`config.mk`:
```
export PLATFORM = sky130hd
export DESIGN_NAME = uart_rx
export DESIGN_NICKNAME = d
export VERILOG_FILES = /design/src/rtl/uart_pkg.sv /design/src/rtl/sync_fifo.sv /design/src/rtl/uart_rx.sv
export SDC_FILE = /design/constraint.sdc
export NUM_CORES = 1
export LEC_CHECK = 0
export ABC_AREA = 1
export CORE_MARGIN = 3
export CORE_UTILIZATION = 60
export CTS_CLUSTER_SIZE = 16
export DETAILED_ROUTE_END_ITERATION = 6
export GPL_ROUTABILITY_DRIVEN = 0
export GPL_TIMING_DRIVEN = 0
export PLACE_DENSITY = 0.78
export SLEW_MARGIN = 10
export SYNTH_ARGS = -nofsm -noshare
export SYNTH_HDL_FRONTEND = slang
export SYNTH_HIERARCHICAL = 1
export SYNTH_SLANG_ARGS = --single-unit
```
`constraint.sdc`:
```
create_clock -name clk -period 5.8 [get_ports clk]
set_clock_uncertainty 0.05 [all_clocks]
set_input_delay 1.16 -clock clk [delete_from_list [all_inputs] [get_ports clk]]
set_output_delay 1.16 -clock clk [all_outputs]
set_load 0.05 [all_outputs]
```
`src/rtl/uart_pkg.sv`:
```
// Shared types and constants for the UART receive path.
// Defining UART_RX_PARITY_EN adds the parity state to the receiver enum.
package uart_pkg;

  localparam int          OVERSAMPLE    = 16;
  localparam int          SAMPLE_MID    = 7;
  localparam logic [31:0] RX_EMPTY_WORD = 32'hFFFF_FFFF;

`ifdef UART_RX_PARITY_EN
  typedef enum logic [2:0] {
    ST_IDLE, ST_START, ST_DATA, ST_PARITY, ST_STOP, ST_WAIT_IDLE
  } rx_state_t;
`else
  typedef enum logic [2:0] {
    ST_IDLE, ST_START, ST_DATA, ST_STOP, ST_WAIT_IDLE
  } rx_state_t;
`endif

endpackage

```
`src/rtl/sync_fifo.sv`:
```
// Single-clock FIFO; a push into a full FIFO is accepted only when a pop
// happens in the same cycle, otherwise it is silently discarded.
module sync_fifo #(
  parameter  int DATA_W = 8,
  parameter  int DEPTH  = 16,
  localparam int AW     = $clog2(DEPTH)
) (
  input  logic              clk,
  input  logic              rst,
  input  logic              push,
  input  logic [DATA_W-1:0] din,
  input  logic              pop,
  output logic [DATA_W-1:0] dout,
  output logic              full,
  output logic              empty,
  output logic [AW:0]       count
);

  logic [DATA_W-1:0] mem [DEPTH];
  logic [AW-1:0]     wr_ptr;
  logic [AW-1:0]     rd_ptr;
  logic              do_push;
  logic              do_pop;

  assign full    = (count == (AW+1)'(DEPTH));
  assign empty   = (count == '0);
  assign do_pop  = pop && !empty;
  assign do_push = push && (!full || do_pop);
  assign dout    = mem[rd_ptr];

  // Pointers are exactly AW bits wide, so they wrap modulo DEPTH on their own.
  always_ff @(posedge clk) begin
    if (rst) begin
      wr_ptr <= '0;
      rd_ptr <= '0;
      count  <= '0;
    end else begin
      if (do_push) wr_ptr <= wr_ptr + 1'b1;
      if (do_pop)  rd_ptr <= rd_ptr + 1'b1;
      if (do_push && !do_pop)      count <= count + 1'b1;
      else if (!do_push && do_pop) count <= count - 1'b1;
    end
  end

  always_ff @(posedge clk) begin
    if (do_push) mem[wr_ptr] <= din;
  end

endmodule

```
`src/rtl/uart_rx.sv`:
```
// Buffered 16x-oversampling UART receiver feeding the bus-side data register.
// Optional macro UART_RX_PARITY_EN switches the frame to 8E1 and adds parity_err.
module uart_rx import uart_pkg::*; #(
  parameter  int BAUD_DIV   = 27,
  parameter  int FIFO_DEPTH = 16,
  localparam int CW         = $clog2(FIFO_DEPTH) + 1
) (
  input  logic          clk,
  input  logic          rst,
  input  logic          rx,
  input  logic          re,
  input  logic          clr_err,
  output logic [31:0]   rdata,
  output logic          avail,
  output logic [CW-1:0] count,
  output logic          overrun,
  output logic          frame_err
`ifdef UART_RX_PARITY_EN
  ,
  output logic          parity_err
`endif
);

  logic        rx_p0;
  logic        rx_p1;
  logic        rx_p2;
  logic [15:0] baud_cnt;
  logic        tick;
  rx_state_t   state;
  logic [3:0]  tc;
  logic [2:0]  bit_idx;
  logic [7:0]  shift;
  logic        fall;
  logic        end_hit;
  logic        stop_ok;
  logic        push;
  logic        frame_evt;
  logic        ovf_evt;
  logic [7:0]  fifo_dout;
  logic        fifo_full;
  logic        fifo_empty;

  // Stage boundary: p0/p1 synchronize the pad, p2 is history for edge detect.
  always_ff @(posedge clk) begin
    if (rst) begin
      rx_p0 <= 1'b1;
      rx_p1 <= 1'b1;
      rx_p2 <= 1'b1;
    end else begin
      rx_p0 <= rx;
      rx_p1 <= rx_p0;
      rx_p2 <= rx_p1;
    end
  end

  assign fall = rx_p2 && !rx_p1;

  // Free-running oversample tick; deliberately never re-phased to the start edge.
  assign tick = (baud_cnt == 16'(BAUD_DIV - 1));

  always_ff @(posedge clk) begin
    if (rst)       baud_cnt <= '0;
    else if (tick) baud_cnt <= '0;
    else           baud_cnt <= baud_cnt + 1'b1;
  end

  assign end_hit   = tick && (tc == 4'(OVERSAMPLE - 1));
  assign stop_ok   = (state == ST_STOP) && end_hit && rx_p1;
  assign frame_evt = (state == ST_STOP) && end_hit && !rx_p1;

`ifdef UART_RX_PARITY_EN
  logic par_bad;
  logic parity_evt;

  always_ff @(posedge clk) begin
    if (state == ST_PARITY && end_hit) par_bad <= ^{shift, rx_p1};
  end

  assign push       = stop_ok && !par_bad;
  assign parity_evt = stop_ok && par_bad;
`else
  assign push = stop_ok;
`endif

  always_ff @(posedge clk) begin
    if (state == ST_DATA && end_hit) shift <= {rx_p1, shift[7:1]};
  end

  always_ff @(posedge clk) begin
    if (rst) begin
      state   <= ST_IDLE;
      tc      <= '0;
      bit_idx <= '0;
    end else begin
      case (state)
        ST_IDLE: begin
          if (fall) begin
            tc    <= '0;
            state <= ST_START;
          end
        end
        ST_START: begin
          if (tick) begin
            if (tc == 4'(SAMPLE_MID)) begin
              tc      <= '0;
              bit_idx <= '0;
              state   <= rx_p1 ? ST_IDLE : ST_DATA;
            end else begin
              tc <= tc + 1'b1;
            end
          end
        end
        ST_DATA: begin
          if (tick) begin
            tc <= tc + 1'b1;
            if (tc == 4'(OVERSAMPLE - 1)) begin
              bit_idx <= bit_idx + 1'b1;
`ifdef UART_RX_PARITY_EN
              if (bit_idx == 3'd7) state <= ST_PARITY;
`else
              if (bit_idx == 3'd7) state <= ST_STOP;
`endif
            end
          end
        end
`ifdef UART_RX_PARITY_EN
        ST_PARITY: begin
          if (tick) begin
            tc <= tc + 1'b1;
            if (tc == 4'(OVERSAMPLE - 1)) state <= ST_STOP;
          end
        end
`endif
        ST_STOP: begin
          if (tick) begin
            tc <= tc + 1'b1;
            if (tc == 4'(OVERSAMPLE - 1)) state <= rx_p1 ? ST_IDLE : ST_WAIT_IDLE;
          end
        end
        ST_WAIT_IDLE: begin
          if (rx_p1) state <= ST_IDLE;
        end
        default: state <= ST_IDLE;
      endcase
    end
  end

  sync_fifo #(
    .DATA_W (8),
    .DEPTH  (FIFO_DEPTH)
  ) u_fifo (
    .clk   (clk),
    .rst   (rst),
    .push  (push),
    .din   (shift),
    .pop   (re),
    .dout  (fifo_dout),
    .full  (fifo_full),
    .empty (fifo_empty),
    .count (count)
  );

  // A simultaneous pop frees a slot, so a push into a full FIFO is only lost without re.
  assign ovf_evt = push && fifo_full && !re;

  assign rdata = fifo_empty ? RX_EMPTY_WORD : {24'h0, fifo_dout};
  assign avail = !fifo_empty;

  always_ff @(posedge clk) begin
    if (rst) begin
      overrun   <= 1'b0;
      frame_err <= 1'b0;
    end else begin
      if (ovf_evt)      overrun <= 1'b1;
      else if (clr_err) overrun <= 1'b0;
      if (frame_evt)    frame_err <= 1'b1;
      else if (clr_err) frame_err <= 1'b0;
    end
  end

`ifdef UART_RX_PARITY_EN
  always_ff @(posedge clk) begin
    if (rst)             parity_err <= 1'b0;
    else if (parity_evt) parity_err <= 1'b1;
    else if (clr_err)    parity_err <= 1'b0;
  end
`endif

endmodule

```
==> flow_summary.json <==
{
  "syn_nets": 888,
  "met3_usage": 0.05026,
  "busiest_layer": "met2",
  "overflow": 0,
  "fin_nets": 950,
  "dr.pass1.iters": 5,
  "area_growth_pct": 15.13,
  "yosysSeqAreaShare": 0.6018,
  "final_common_cell": "nand2_1",
  "cts-htree-levels": 4,
  "netlist_top_cells_area": "edfxtp_1 49%, dfxtp_1 11%, nand2_1 9.4%, nor2_1 4.7%, nand3_1 4.5%",
  "core_region_area_sq_mm": 0.01345,
  "clk_latency_ns": 0.43,
  "num_antenna_cells": 0,
  "start_kind": "flip-flop",
  "required_ns": 4.59,
  "setup_viol": 0,
  "cts_setup_buffers": 0,
  "synth_compound_area_frac": 0.04567,
  "use_met2": 0.4237,
  "slew_violations": 0,
  "cts_resized": 0,
  "synthSimpleGateAreaFrac": 0.2419,
  "dp_slack_ns": 2.016,
  "post-route-period-util": 0.7158,
  "worstSetupEndpoint": "rdata[28]",
  "reg2reg_slack_ns": 2.02,
  "ios": 45,
  "yosysTopAreaCell": "edfxtp_1",
  "cts_made_buffers": 17,
  "ys_ff_latch": 184,
  "cap_violations": 0,
  "grt_pass1_vias": 6080,
  "syn_area_per_cell_sq_um": 9.658,
  "dp_hpwl_microns": 12920,
  "synth_top_family_by_area": "simple AND/OR/NAND/NOR gates",
  "yosys_most_used_dff": "edfxtp_1",
  "powerDensity_mw_per_mm2": 282.8,
  "rows": 42,
  "async_reset_ff_frac": 0,
  "initial_utilization": 0.6231,
  "leakage_nw": 3.743,
  "fin_ws_ns": 1.648,
  "drive_gt1_frac": 0.1442,
  "timing.rr.start": "baud_cnt[0]",
  "min_path_type": "reg -> reg",
  "r2r-end": "u_fifo/mem[15][2]",
  "numPortBuffers": 43,
  "cts_root_buf": "clkbuf_16",
  "worst_setup_path_end_kind": "primary output",
  "cts_tree": "done",
  "clockBufferDepth": 2,
  "clkTransAtPathRegs_ns": 0.06,
  "rsz0062_at_grt": "no",
  "viasPerCell": 5.601,
  "synthMuxAreaShare": 0,
  "yosysUniqueCellTypes": 39,
  "finalSetupTns_ns": 0,
  "worst-r2r-cell-count": 11,
  "grt_pass1_wl_microns": 31210,
  "synth_top_area_frac": 0.4872,
  "crit_type": "reg -> out",
  "max_freq_ghz": 0.2409,
  "fin_crit_ns": 4.152,
  "worst-path-max-fanout": 33,
  "layout_common_cells": "211 x nand2_1, 136 x edfxtp_1, 106 x nor2_1",
  "synth-xor-area-share": 0.008358,
  "maxSlewHeadroom": 0.1489,
  "peakVddDrop_mv": 0.2178,
  "grtUsageMet1": 0.3273,
  "grt_usage": 0.2554,
  "routedWlPerCell_microns": 17.12,
  "synth_fa_ha_area_frac": 0.02328,
  "synthesis.area_sq_mm": 0.008383,
  "yosysWarnings": 6,
  "cp-startpoint": "u_fifo/count[1]",
  "drcViolationCount": 0,
  "grt_max_degree": 34,
  "dieWidth_microns": 124.2,
  "wl_microns": 19160,
  "hold_violations": 0,
  "die_h_microns": 124.2,
  "vias": 6268,
  "netlist_instances": 868,
  "critical_path_arrival_ns": 2.94,
  "die_area_sq_mm": 0.01543,
  "outcome": "completed",
  "synth_edf_count": 136,
  "antenna_found_initial": 0,
  "clock-sinks": 184,
  "ant_nets": 0,
  "worstMarginPinSlew_ns": 1.267,
  "ctsHoldBuffers": 0,
  "drt_iter0_markers": 858
}
-- area by class of cell --
cell class,count,area [sq um]
buffer,54,381.6
clock buffer,21,450.4
clock inverter,11,122.6
fill,998,3801
inverter,74,280.3
multi-input combinational,556,2721
sequential,184,5045
tap,176,220.2
timing repair buffer,43,430.4
-- worst max-delay path, stage by stage, from the launching register on --
cell and delay, ns:
dfxtp_1 0.37, nor2_2 0.20, nand3_1 0.16, inv_1 0.70
buf_4 0.24, clkdlybuf4s50_1 0.82
-- state kept, by name (all words and copies together), names as in the netlist, named ones only --
signal / count
baud_cnt: 16
rx_p1: 1
overrun: 1
shift: 8
bit_idx: 3
rx_p2: 1
u_fifo/count: 5
u_fifo/mem: 128
u_fifo/wr_ptr: 4
rx_p0: 1
tc: 4
frame_err: 1
state: 3
u_fifo/rd_ptr: 4
-- worst min-delay path by stage --
stage                 from     endpoint  slack (ns)  depth (start not counted)
3_5_place_dp         rx_p0        rx_p1        0.35                          1
2_1_floorplan        rx_p0        rx_p1        0.34                          1
3_3_place_gp         rx_p0        rx_p1        0.35                          1
5_1_grt              rx_p0        rx_p1        0.40                          1
6_report             rx_p0        rx_p1        0.40                          1
4_1_cts        baud_cnt[0]  baud_cnt[0]        0.40                          1
-- through the flow --
stage / instance area (sq um) / utilization / hold WS, ns / total power (W) / instances
after floorplan: 8383 / - / 0.3395 / 0.001602 / 868
after global placement: 9034 / 0.6715 / 0.3516 / 0.001628 / 1087
after detailed placement: 9044 / 0.6722 / 0.3480 / 0.001636 / 1087
after CTS: 9617 / 0.7148 / 0.3995 / 0.002744 / 1119
after global routing: 9652 / 0.7174 / 0.4038 / 0.002821 / 1119
final: 9652 / 0.7174 / 0.3963 / 0.002729 / 1119
-- power by group --
| group | switching (W) | internal, W |
|---|---|---|
| combinational | 0.000126 | 0.0000622 |
| clock | 0.000473 | 0.000645 |
| sequential | 0.0000151 | 0.00141 |
| total | 0.000614 | 0.00211 |
-- cells by family after synthesis --
| logic type | count (synthesis) |
|---|---|
| buffers and inverters | 128 |
| AND/OR/NAND/NOR | 464 |
| AO/OA/AOI/OAI | 69 |
| adder cells (fa/ha/maj) | 15 |
| XOR/XNOR | 8 |
| flip-flops | 184 |
-- layer usage --
layer	up-vias	wire (microns)	share of wire
met5	-	0	0
met3	48	1458	0.076
li1	2987	-	-
met2	313	9497	0.50
met4	0	577	0.030
met1	2920	7627	0.40
-- synth_stat cells (12+ instances only) --
cell type	count
a21oi_1	24
or2_2	15
o21ai_0	14
nor2_1	106
nand3_1	76
inv_1	62
o21ai_1	18
ha_1	14
nor3_1	19
nand2_1	211
edfxtp_1	136
nand4_1	12
dfxtp_1	48
buf_4	30
(Power assumes the default switching activity.)
